**config.mk**
```make
export PLATFORM = sky130hd
export DESIGN_NAME = alu_writeback_stage_flat
export DESIGN_NICKNAME = d
export VERILOG_FILES = /design/src/rtl/alu_writeback_stage_if.sv /design/src/rtl/alu_writeback_stage.sv /design/src/flat_wrapper.sv
export SDC_FILE = /design/constraint.sdc
export NUM_CORES = 1
export LEC_CHECK = 0
export CAP_MARGIN = 25
export CORE_UTILIZATION = 45
export CTS_CLUSTER_DIAMETER = 100
export DETAILED_ROUTE_END_ITERATION = 8
export PLACE_DENSITY = 0.74
export SLEW_MARGIN = 20
export SYNTH_ARGS = -nofsm -noshare
export SYNTH_HDL_FRONTEND = slang
export SYNTH_SLANG_ARGS = --single-unit
```
**constraint.sdc**
```tcl
create_clock -name clk -period 4.65 [get_ports clk]
set_input_delay 0.93 -clock clk [delete_from_list [all_inputs] [get_ports clk]]
set_output_delay 0.93 -clock clk [all_outputs]
set_load 0.02 [all_outputs]
```
**src/rtl/alu_writeback_stage_if.sv**
```systemverilog
// alu_writeback_stage_if
// Bundles every non-clock signal of the ALU writeback stage.
//   in_*      : ALU result beat with flags, destination and control (valid/ready)
//   flush     : drop the queued writes and the current input beat
//   wb_*      : register-file write port, head of the queue (valid/ready)
//   flags     : architectural {S,Z,C,V}; carry_flag feeds the ALU carryin
//   hz_*      : hazard lookup from decode; fwd_data returns the youngest match
// The master modport is the side that produces beats and owns the register
// file. The slave modport is the writeback stage itself.
interface alu_writeback_stage_if #(
    parameter int DATA_W = 16,
    parameter int ADDR_W = 3
);
    logic              in_valid;
    logic              in_ready;
    logic [DATA_W-1:0] in_result;
    logic              in_zero;
    logic              in_overflow;
    logic              in_carryout;
    logic              in_sign;
    logic              in_we;
    logic [ADDR_W-1:0] in_rd;
    logic              in_setflags;
    logic              flush;
    logic              wb_valid;
    logic              wb_ready;
    logic [ADDR_W-1:0] wb_addr;
    logic [DATA_W-1:0] wb_data;
    logic [3:0]        flags;
    logic              carry_flag;
    logic [ADDR_W-1:0] hz_addr;
    logic              hz_hit;
    logic [DATA_W-1:0] fwd_data;

    modport master (
        output in_valid, in_result, in_zero, in_overflow, in_carryout, in_sign,
               in_we, in_rd, in_setflags, flush, wb_ready, hz_addr,
        input  in_ready, wb_valid, wb_addr, wb_data, flags, carry_flag,
               hz_hit, fwd_data
    );

    modport slave (
        input  in_valid, in_result, in_zero, in_overflow, in_carryout, in_sign,
               in_we, in_rd, in_setflags, flush, wb_ready, hz_addr,
        output in_ready, wb_valid, wb_addr, wb_data, flags, carry_flag,
               hz_hit, fwd_data
    );
endinterface

```
**src/rtl/alu_writeback_stage.sv**
```systemverilog
// alu_writeback_stage
// Downstream stage of the 16-bit ALU. Accepted beats that write the register
// file go into a small FIFO that drains to the register-file write port.
// The architectural flag register is updated when a beat is accepted, not
// when it retires, so back-to-back ALU ops see the previous carry right away.
// Ports:
//   clk   : clock, rising edge
//   rst_n : asynchronous active-low reset
//   bus   : alu_writeback_stage_if.slave (input beat, writeback port,
//           flags, hazard/forward lookup)
module alu_writeback_stage #(
    parameter int DATA_W = 16,
    parameter int ADDR_W = 3,
    parameter int DEPTH  = 2
) (
    input  logic                  clk,
    input  logic                  rst_n,
    alu_writeback_stage_if.slave  bus
);
    localparam int PTR_W = $clog2(DEPTH);
    localparam int CNT_W = PTR_W + 1;

    logic [ADDR_W-1:0] addr_q [DEPTH];
    logic [ADDR_W-1:0] addr_d [DEPTH];
    logic [DATA_W-1:0] data_q [DEPTH];
    logic [DATA_W-1:0] data_d [DEPTH];
    logic [PTR_W-1:0]  wr_ptr_q, wr_ptr_d;
    logic [PTR_W-1:0]  rd_ptr_q, rd_ptr_d;
    logic [CNT_W-1:0]  count_q, count_d;
    logic [3:0]        flags_q, flags_d;

    logic              acc;
    logic              push;
    logic              pop;
    logic [PTR_W-1:0]  hz_idx;
    logic              hz_hit_c;
    logic [DATA_W-1:0] fwd_data_c;

    // in_ready depends only on the registered count, so a full queue refuses
    // input even when the head is popped in the same cycle.
    assign bus.in_ready   = (count_q < CNT_W'(DEPTH));
    assign bus.wb_valid   = (count_q != '0);
    assign bus.wb_addr    = addr_q[rd_ptr_q];
    assign bus.wb_data    = data_q[rd_ptr_q];
    assign bus.flags      = flags_q;
    assign bus.carry_flag = flags_q[1];
    assign bus.hz_hit     = hz_hit_c;
    assign bus.fwd_data   = fwd_data_c;

    // Handshake qualifiers. Flush kills both the incoming beat and any pop,
    // so the register file must also qualify its write with ~flush.
    assign acc  = bus.in_valid & bus.in_ready & ~bus.flush;
    assign push = acc & bus.in_we;
    assign pop  = bus.wb_valid & bus.wb_ready & ~bus.flush;

    // Next-state for queue storage, pointers, count and flags.
    always_comb begin
        addr_d   = addr_q;
        data_d   = data_q;
        wr_ptr_d = wr_ptr_q;
        rd_ptr_d = rd_ptr_q;
        count_d  = count_q;
        flags_d  = flags_q;

        if (bus.flush) begin
            wr_ptr_d = '0;
            rd_ptr_d = '0;
            count_d  = '0;
        end else begin
            if (push) begin
                addr_d[wr_ptr_q] = bus.in_rd;
                data_d[wr_ptr_q] = bus.in_result;
                wr_ptr_d         = wr_ptr_q + PTR_W'(1);
            end
            if (pop) begin
                rd_ptr_d = rd_ptr_q + PTR_W'(1);
            end
            case ({push, pop})
                2'b10:   count_d = count_q + CNT_W'(1);
                2'b01:   count_d = count_q - CNT_W'(1);
                default: count_d = count_q;
            endcase
        end

        if (acc && bus.in_setflags) begin
            flags_d = {bus.in_sign, bus.in_zero, bus.in_carryout, bus.in_overflow};
        end
    end

    // Hazard search walks the queue oldest to youngest starting at rd_ptr;
    // a later match overwrites an earlier one so the youngest entry wins.
    // Only queued state is searched, never the in-flight input beat.
    always_comb begin
        hz_hit_c   = 1'b0;
        fwd_data_c = '0;
        hz_idx     = '0;
        for (int i = 0; i < DEPTH; i++) begin
            hz_idx = rd_ptr_q + PTR_W'(i);
            if ((CNT_W'(i) < count_q) && (addr_q[hz_idx] == bus.hz_addr)) begin
                hz_hit_c   = 1'b1;
                fwd_data_c = data_q[hz_idx];
            end
        end
    end

    // State registers. Reset empties the queue and clears the flags, dropping
    // any entries that were mid-drain.
    always_ff @(posedge clk or negedge rst_n) begin
        if (!rst_n) begin
            for (int i = 0; i < DEPTH; i++) begin
                addr_q[i] <= '0;
                data_q[i] <= '0;
            end
            wr_ptr_q <= '0;
            rd_ptr_q <= '0;
            count_q  <= '0;
            flags_q  <= '0;
        end else begin
            addr_q   <= addr_d;
            data_q   <= data_d;
            wr_ptr_q <= wr_ptr_d;
            rd_ptr_q <= rd_ptr_d;
            count_q  <= count_d;
            flags_q  <= flags_d;
        end
    end
endmodule

```
**src/flat_wrapper.sv**
```systemverilog
// flat-port wrapper written by rule: the top's interface ports become plain ports
module alu_writeback_stage_flat 
#(
    parameter int DATA_W = 16,
    parameter int ADDR_W = 3,
    parameter int DEPTH  = 2
)
  (clk, rst_n, bus_in_valid, bus_in_result, bus_in_zero, bus_in_overflow, bus_in_carryout, bus_in_sign, bus_in_we, bus_in_rd, bus_in_setflags, bus_flush, bus_wb_ready, bus_hz_addr, bus_in_ready, bus_wb_valid, bus_wb_addr, bus_wb_data, bus_flags, bus_carry_flag, bus_hz_hit, bus_fwd_data);
  alu_writeback_stage_if #(.DATA_W(DATA_W), .ADDR_W(ADDR_W)) bus_i ();
  input  logic clk;
  input  logic rst_n;
  input wire logic [$bits(bus_i.in_valid)-1:0] bus_in_valid;
  input wire logic [$bits(bus_i.in_result)-1:0] bus_in_result;
  input wire logic [$bits(bus_i.in_zero)-1:0] bus_in_zero;
  input wire logic [$bits(bus_i.in_overflow)-1:0] bus_in_overflow;
  input wire logic [$bits(bus_i.in_carryout)-1:0] bus_in_carryout;
  input wire logic [$bits(bus_i.in_sign)-1:0] bus_in_sign;
  input wire logic [$bits(bus_i.in_we)-1:0] bus_in_we;
  input wire logic [$bits(bus_i.in_rd)-1:0] bus_in_rd;
  input wire logic [$bits(bus_i.in_setflags)-1:0] bus_in_setflags;
  input wire logic [$bits(bus_i.flush)-1:0] bus_flush;
  input wire logic [$bits(bus_i.wb_ready)-1:0] bus_wb_ready;
  input wire logic [$bits(bus_i.hz_addr)-1:0] bus_hz_addr;
  output wire logic [$bits(bus_i.in_ready)-1:0] bus_in_ready;
  output wire logic [$bits(bus_i.wb_valid)-1:0] bus_wb_valid;
  output wire logic [$bits(bus_i.wb_addr)-1:0] bus_wb_addr;
  output wire logic [$bits(bus_i.wb_data)-1:0] bus_wb_data;
  output wire logic [$bits(bus_i.flags)-1:0] bus_flags;
  output wire logic [$bits(bus_i.carry_flag)-1:0] bus_carry_flag;
  output wire logic [$bits(bus_i.hz_hit)-1:0] bus_hz_hit;
  output wire logic [$bits(bus_i.fwd_data)-1:0] bus_fwd_data;
  assign bus_i.in_valid = bus_in_valid;
  assign bus_i.in_result = bus_in_result;
  assign bus_i.in_zero = bus_in_zero;
  assign bus_i.in_overflow = bus_in_overflow;
  assign bus_i.in_carryout = bus_in_carryout;
  assign bus_i.in_sign = bus_in_sign;
  assign bus_i.in_we = bus_in_we;
  assign bus_i.in_rd = bus_in_rd;
  assign bus_i.in_setflags = bus_in_setflags;
  assign bus_i.flush = bus_flush;
  assign bus_i.wb_ready = bus_wb_ready;
  assign bus_i.hz_addr = bus_hz_addr;
  assign bus_in_ready = bus_i.in_ready;
  assign bus_wb_valid = bus_i.wb_valid;
  assign bus_wb_addr = bus_i.wb_addr;
  assign bus_wb_data = bus_i.wb_data;
  assign bus_flags = bus_i.flags;
  assign bus_carry_flag = bus_i.carry_flag;
  assign bus_hz_hit = bus_i.hz_hit;
  assign bus_fwd_data = bus_i.fwd_data;
  alu_writeback_stage #(.DATA_W(DATA_W), .ADDR_W(ADDR_W), .DEPTH(DEPTH)) u_core (.clk(clk), .rst_n(rst_n), .bus(bus_i));
endmodule
```
* Word-level counts from Yosys, hierarchy flattened *
Cells that the tools add are included.

storage, ports and cells
  bits in registers = 46
  bits in latches = 0
  bits in writable memories = 0
  memory bits (read-only) = 0
  input bits = 33
  output and inout port bits = 43
  logic and storage cells = 69
  memories = 0

cells by class
  add/subtract/negate cells = 4
  multiply operators = 0
  div/mod/pow operators = 0
  $lt $le $gt $ge = 7
  equal/unequal tests = 4
  shift operators = 0
  multiplexer cells = 28
  bitwise gates (word level) = 9
  reductions and logical operators = 9

operators by type and width
  cell                   count
  $mux W16               9
  $bwmux W32             1
  $mux W3                7
  $demux W16 S1          1
  $bwmux W6              1
  $eq A3 B3 Y1           2
  $ge A2 B2 Y1 const B   3
  $mux W1                6
  $not A1 Y2             3
  $reduce_bool A2 Y1     3
  $and A1 B1 Y1          5
  $logic_and A1 B1 Y1    4
  $lt A1 B2 Y1 const A   2
  $pmux W2 S2            1
  $demux W3 S1           1
  $reduce_bool A3 Y1     1
  $add A1 B1 Y1 const B  2
  $add A2 B1 Y2 const B  1
  $eq A2 B1 Y1 const B   1
  $eq A2 B2 Y1 const B   1
  $lt A2 B1 Y1 const B   1
  $lt A2 B2 Y1 const B   1
  $mux W2                1
  $reduce_and A2 Y1      1
  other kinds (2)        2

* Longest topological paths before layout *
  depth after elaboration = 8
  mapped depth = 8
  gate-level depth less buffers = 6

* Worst setup path after synthesis *
OpenSTA, ideal clock, no wires.

  path kind = input -> output
  from = in bus_hz_addr[0]
  to = out bus_fwd_data[0]
  arrival = 1.970 ns
  data required time = 3.720 ns
  path slack = 1.750 ns
  cell stages on the path = 6
  buffers on the path = 2
  path through = xnor2_1 nor4_4 buf_4 buf_6 nand3_1 nand3_1

between the ends
  longest elaborated chain between the ends = 4
  elaborated cells on any way between the ends = 6
  classes of those cells = eq/ne: 2; mux: 2; reduce/logical: 2

ends and longest elaborated chain
  what                 RTL line                   text
  start: declaration   flat_wrapper.sv:23         input wire logic [$bits(bus_i.hz_addr)-1:0] bus_hz_addr;
  $eq A3 B3 Y1         alu_writeback_stage.sv:99  if ((CNT_W'(i) < count_q) && (addr_q[hz_idx] == bus.hz_addr)) begin
  $logic_and A1 B1 Y1  alu_writeback_stage.sv:99
  $mux W16             alu_writeback_stage.sv:99
  $mux W16 (*)         alu_writeback_stage.sv:99
  end: declaration     flat_wrapper.sv:31         output wire logic [$bits(bus_i.fwd_data)-1:0] bus_fwd_data;

Mark *: on every way between the ends. The rest lies on a longest branch, timed or not.

* Worst setup path after layout *
  from = in bus_hz_addr[1]
  to = out bus_fwd_data[5]

The elaborated chain is that of the path after synthesis.

==> reports/results.txt <==
internal power = 1.29 mW
Routed WL = 5700 um
Slew headroom = 0.481
core footprint = 5890 um^2
Hold/Removal Path Class = flop to flop
Clk pwr share = 0.125
kind of critical path = input pin to primary output
CP Launch Type = input pin
M1 WL = 2700 um
effective utilization at floorplan = 0.465
synth top area cells = dfrtp_1, mux2_2, mux2_1
Core Rows = 28
total gr overflow = 0
Met2 Wirelength = 2660 um
Main synth FF type = dfrtp_1
hold wc startpoint = u_core.bus.flags[3]$_DFFE_PN0P_
fraction of registers with async set/reset = 1.00
RSZ-0062 raised after global routing = false
r2r endpoint = u_core.data_q[5]$_DFFE_PN0P_
nets = 361
vias in the first global route = 1996
Post-synth EDFFs = 0
final HPWL from detailed placement = 3970 um
clk_lat worst skew = 300 ps
largest net degree at the start of global routing = 58
Slew @ Worst Pin = 768 ps
CTS buffer count = 5
Layout area overhead = 32.3%
met3 wire length = 322 um
Diodes inserted = 0
Final Cell Area = 3620 um^2
first-pass GRT wire length = 9540 um
hold path cells = 1
antenna-violating nets left = 0
Slew Limit Fails = 0
post-synthesis cell area = 2740 um^2
endpoints failing hold = 0
CTS Buffer Depth = 2
sequential standard cell area = 1150 um^2
clock sinks = 46
Total Power = 2.16 mW
Seq/Total Area, Yosys = 0.420
Arrival @ worst endpoint = 3060 ps
worst hold margin = 516 ps
Ys Warns = 0
Static Leak = 1.48 nW
Net Sw Power = 873 uW
Avg Cell Area, Syn = 10.5 um^2
Worst-path clk slew = 80 ps
PortBufs = 75
commonest non-fill, non-tap cell in the layout = clkdlybuf4s50_1
DR vias/cell = 5.33
placed inst area = 3510 um^2
WL/cell = 14.2 um
Hold EP = u_core.bus.flags[3]$_DFFE_PN0P_
Pre-antenna DRT Iters = 6
Die Ht = 80.0 um
crit path max fanout = 49
hold buffers post-CTS = 0
setup TNS = 0 ps
Peak Freq = 251 MHz
root buf cell = clkbuf_8
post-route clock period utilization = 0.857
depth of the worst register-to-register path = 3
crit end category = primary output
H-tree Lvls = 2
worst r2r src = u_core.count_q[1]$_DFFE_PN0P_
clk_skew = 11.0 ps
R2R Setup Slk = 2450 ps
Final setup violation count = 0
top sig layer = met4
Die Span X = 80.0 um
layout cells sized above 1 = 0.144
max_cap viols = 0
total vias in the final route = 2142
DRC = 0
min cycle time layout = 3990 ps
Fillers = 503
Core Util, Final = 0.616
Post-Synthesis Cells = 260
most frequent cells in the layout = clkdlybuf4s50_1, dfrtp_1, nand2_1, nand3_1, mux2_2
Flop pwr share = 0.336
top-area cell type share of the netlist area = 0.420
VDD IR max = 339 uV
DR iter-0 viols = 69
# IOs = 76
Comb power frac = 0.539
number of synthesized register bits = 46
WP data required = 3720 ps
postcts setup bufs = 0
status = finished, final reports clean
multi-input logic area = 1470 um^2
CTS tree = yes
routability cong. = 0.747
Post-Syn Nets = 295
Unique masters post-synth = 26
die area = 6400 um^2
PwrDens = 596 nW/um^2
sw frac = 0.404
# resized after CTS = 0
total track usage = 0.194
initial antenna violation count = 0
most area-hungry cell type in the Yosys netlist = dfrtp_1
## worst max-delay path: stages
cell and delay, ps:
clkdlybuf4s50_1 450, xnor2_1 300, nor4_4 90, buf_12 190, a2111o_1 390, nand3_1 80
clkdlybuf4s50_1 620
## kinds of logic after synthesis
| kind of cell | synth area share |
|---|---|
| simple gates | 0.225 |
| buf+inv | 0.0471 |
| xor+xnor | 0.0256 |
| flops | 0.420 |
| compound gates | 0.0722 |
| mux | 0.201 |
| fa+ha+maj | 0.00914 |
## Yosys cell counts (2+ instances only)
cell type and count:
a21oi_1 2, inv_1 3, buf_6 3, nand2b_1 17, buf_2 10, mux2_2 27, xnor2_1 8, nand3_1 32
mux2i_1 3, dfrtp_1 46, clkbuf_1 5, nor4bb_1 2, nor2_1 6, nand3b_1 16, mux2_1 18, nand2_1 32
nand2_2 2, a2111o_1 16, buf_4 2, ha_1 2, nor2b_1 3
## worst max path at each step
stage	start	endpoint	slack, ps
3_3_place_gp	bus_hz_addr[1]	bus_fwd_data[3]	540
5_1_grt	bus_hz_addr[1]	bus_fwd_data[6]	530
6_report	bus_hz_addr[1]	bus_fwd_data[5]	660
4_1_cts	bus_hz_addr[1]	bus_fwd_data[5]	640
2_1_floorplan	bus_hz_addr[0]	bus_fwd_data[0]	1750
3_5_place_dp	bus_hz_addr[1]	bus_fwd_data[11]	650
## final cells by class
class                           count  share of cell area
Multi-Input combinational cell    191               0.405
Tap cell                           75              0.0259
Inverter                            3             0.00311
Sequential cell                    46               0.318
Timing Repair Buffer               79               0.219
Clock buffer                        7              0.0266
Clock inverter                      1             0.00242
## sequential cells by signal, indices dropped and copies added, names as in the netlist
signal / cells
u_core.count_q: 2
u_core.wr_ptr_q: 1
u_core.data_q: 32
u_core.bus.flags: 4
u_core.addr_q: 6
u_core.rd_ptr_q: 1
## through the flow
| stage | std cells | setup slack (ps) |
|---|---|---|
| floorplan | 260 | 1750 |
| global placement | 393 | 541 |
| detailed placement | 394 | 649 |
| CTS | 402 | 641 |
| global route | 402 | 535 |
| finish | 402 | 663 |
## power by group through the flow
stage | Combinational, mW | Clock, mW | Sequential (mW)
2_1_floorplan | 0.764 | 0 | 0.694
3_3_place_gp | 1.14 | 0 | 0.722
3_5_place_dp | 1.17 | 0 | 0.732
4_1_cts | 1.18 | 0.277 | 0.725
5_1_grt | 1.26 | 0.295 | 0.756
6_report | 1.16 | 0.269 | 0.726
## layer usage
layer	vias up	track usage
met5	-	0
met4	0	0.0411
met3	2	0.0606
met2	51	0.301
met1	1031	0.265
li1	1058	-
(Power assumes the default switching activity.)
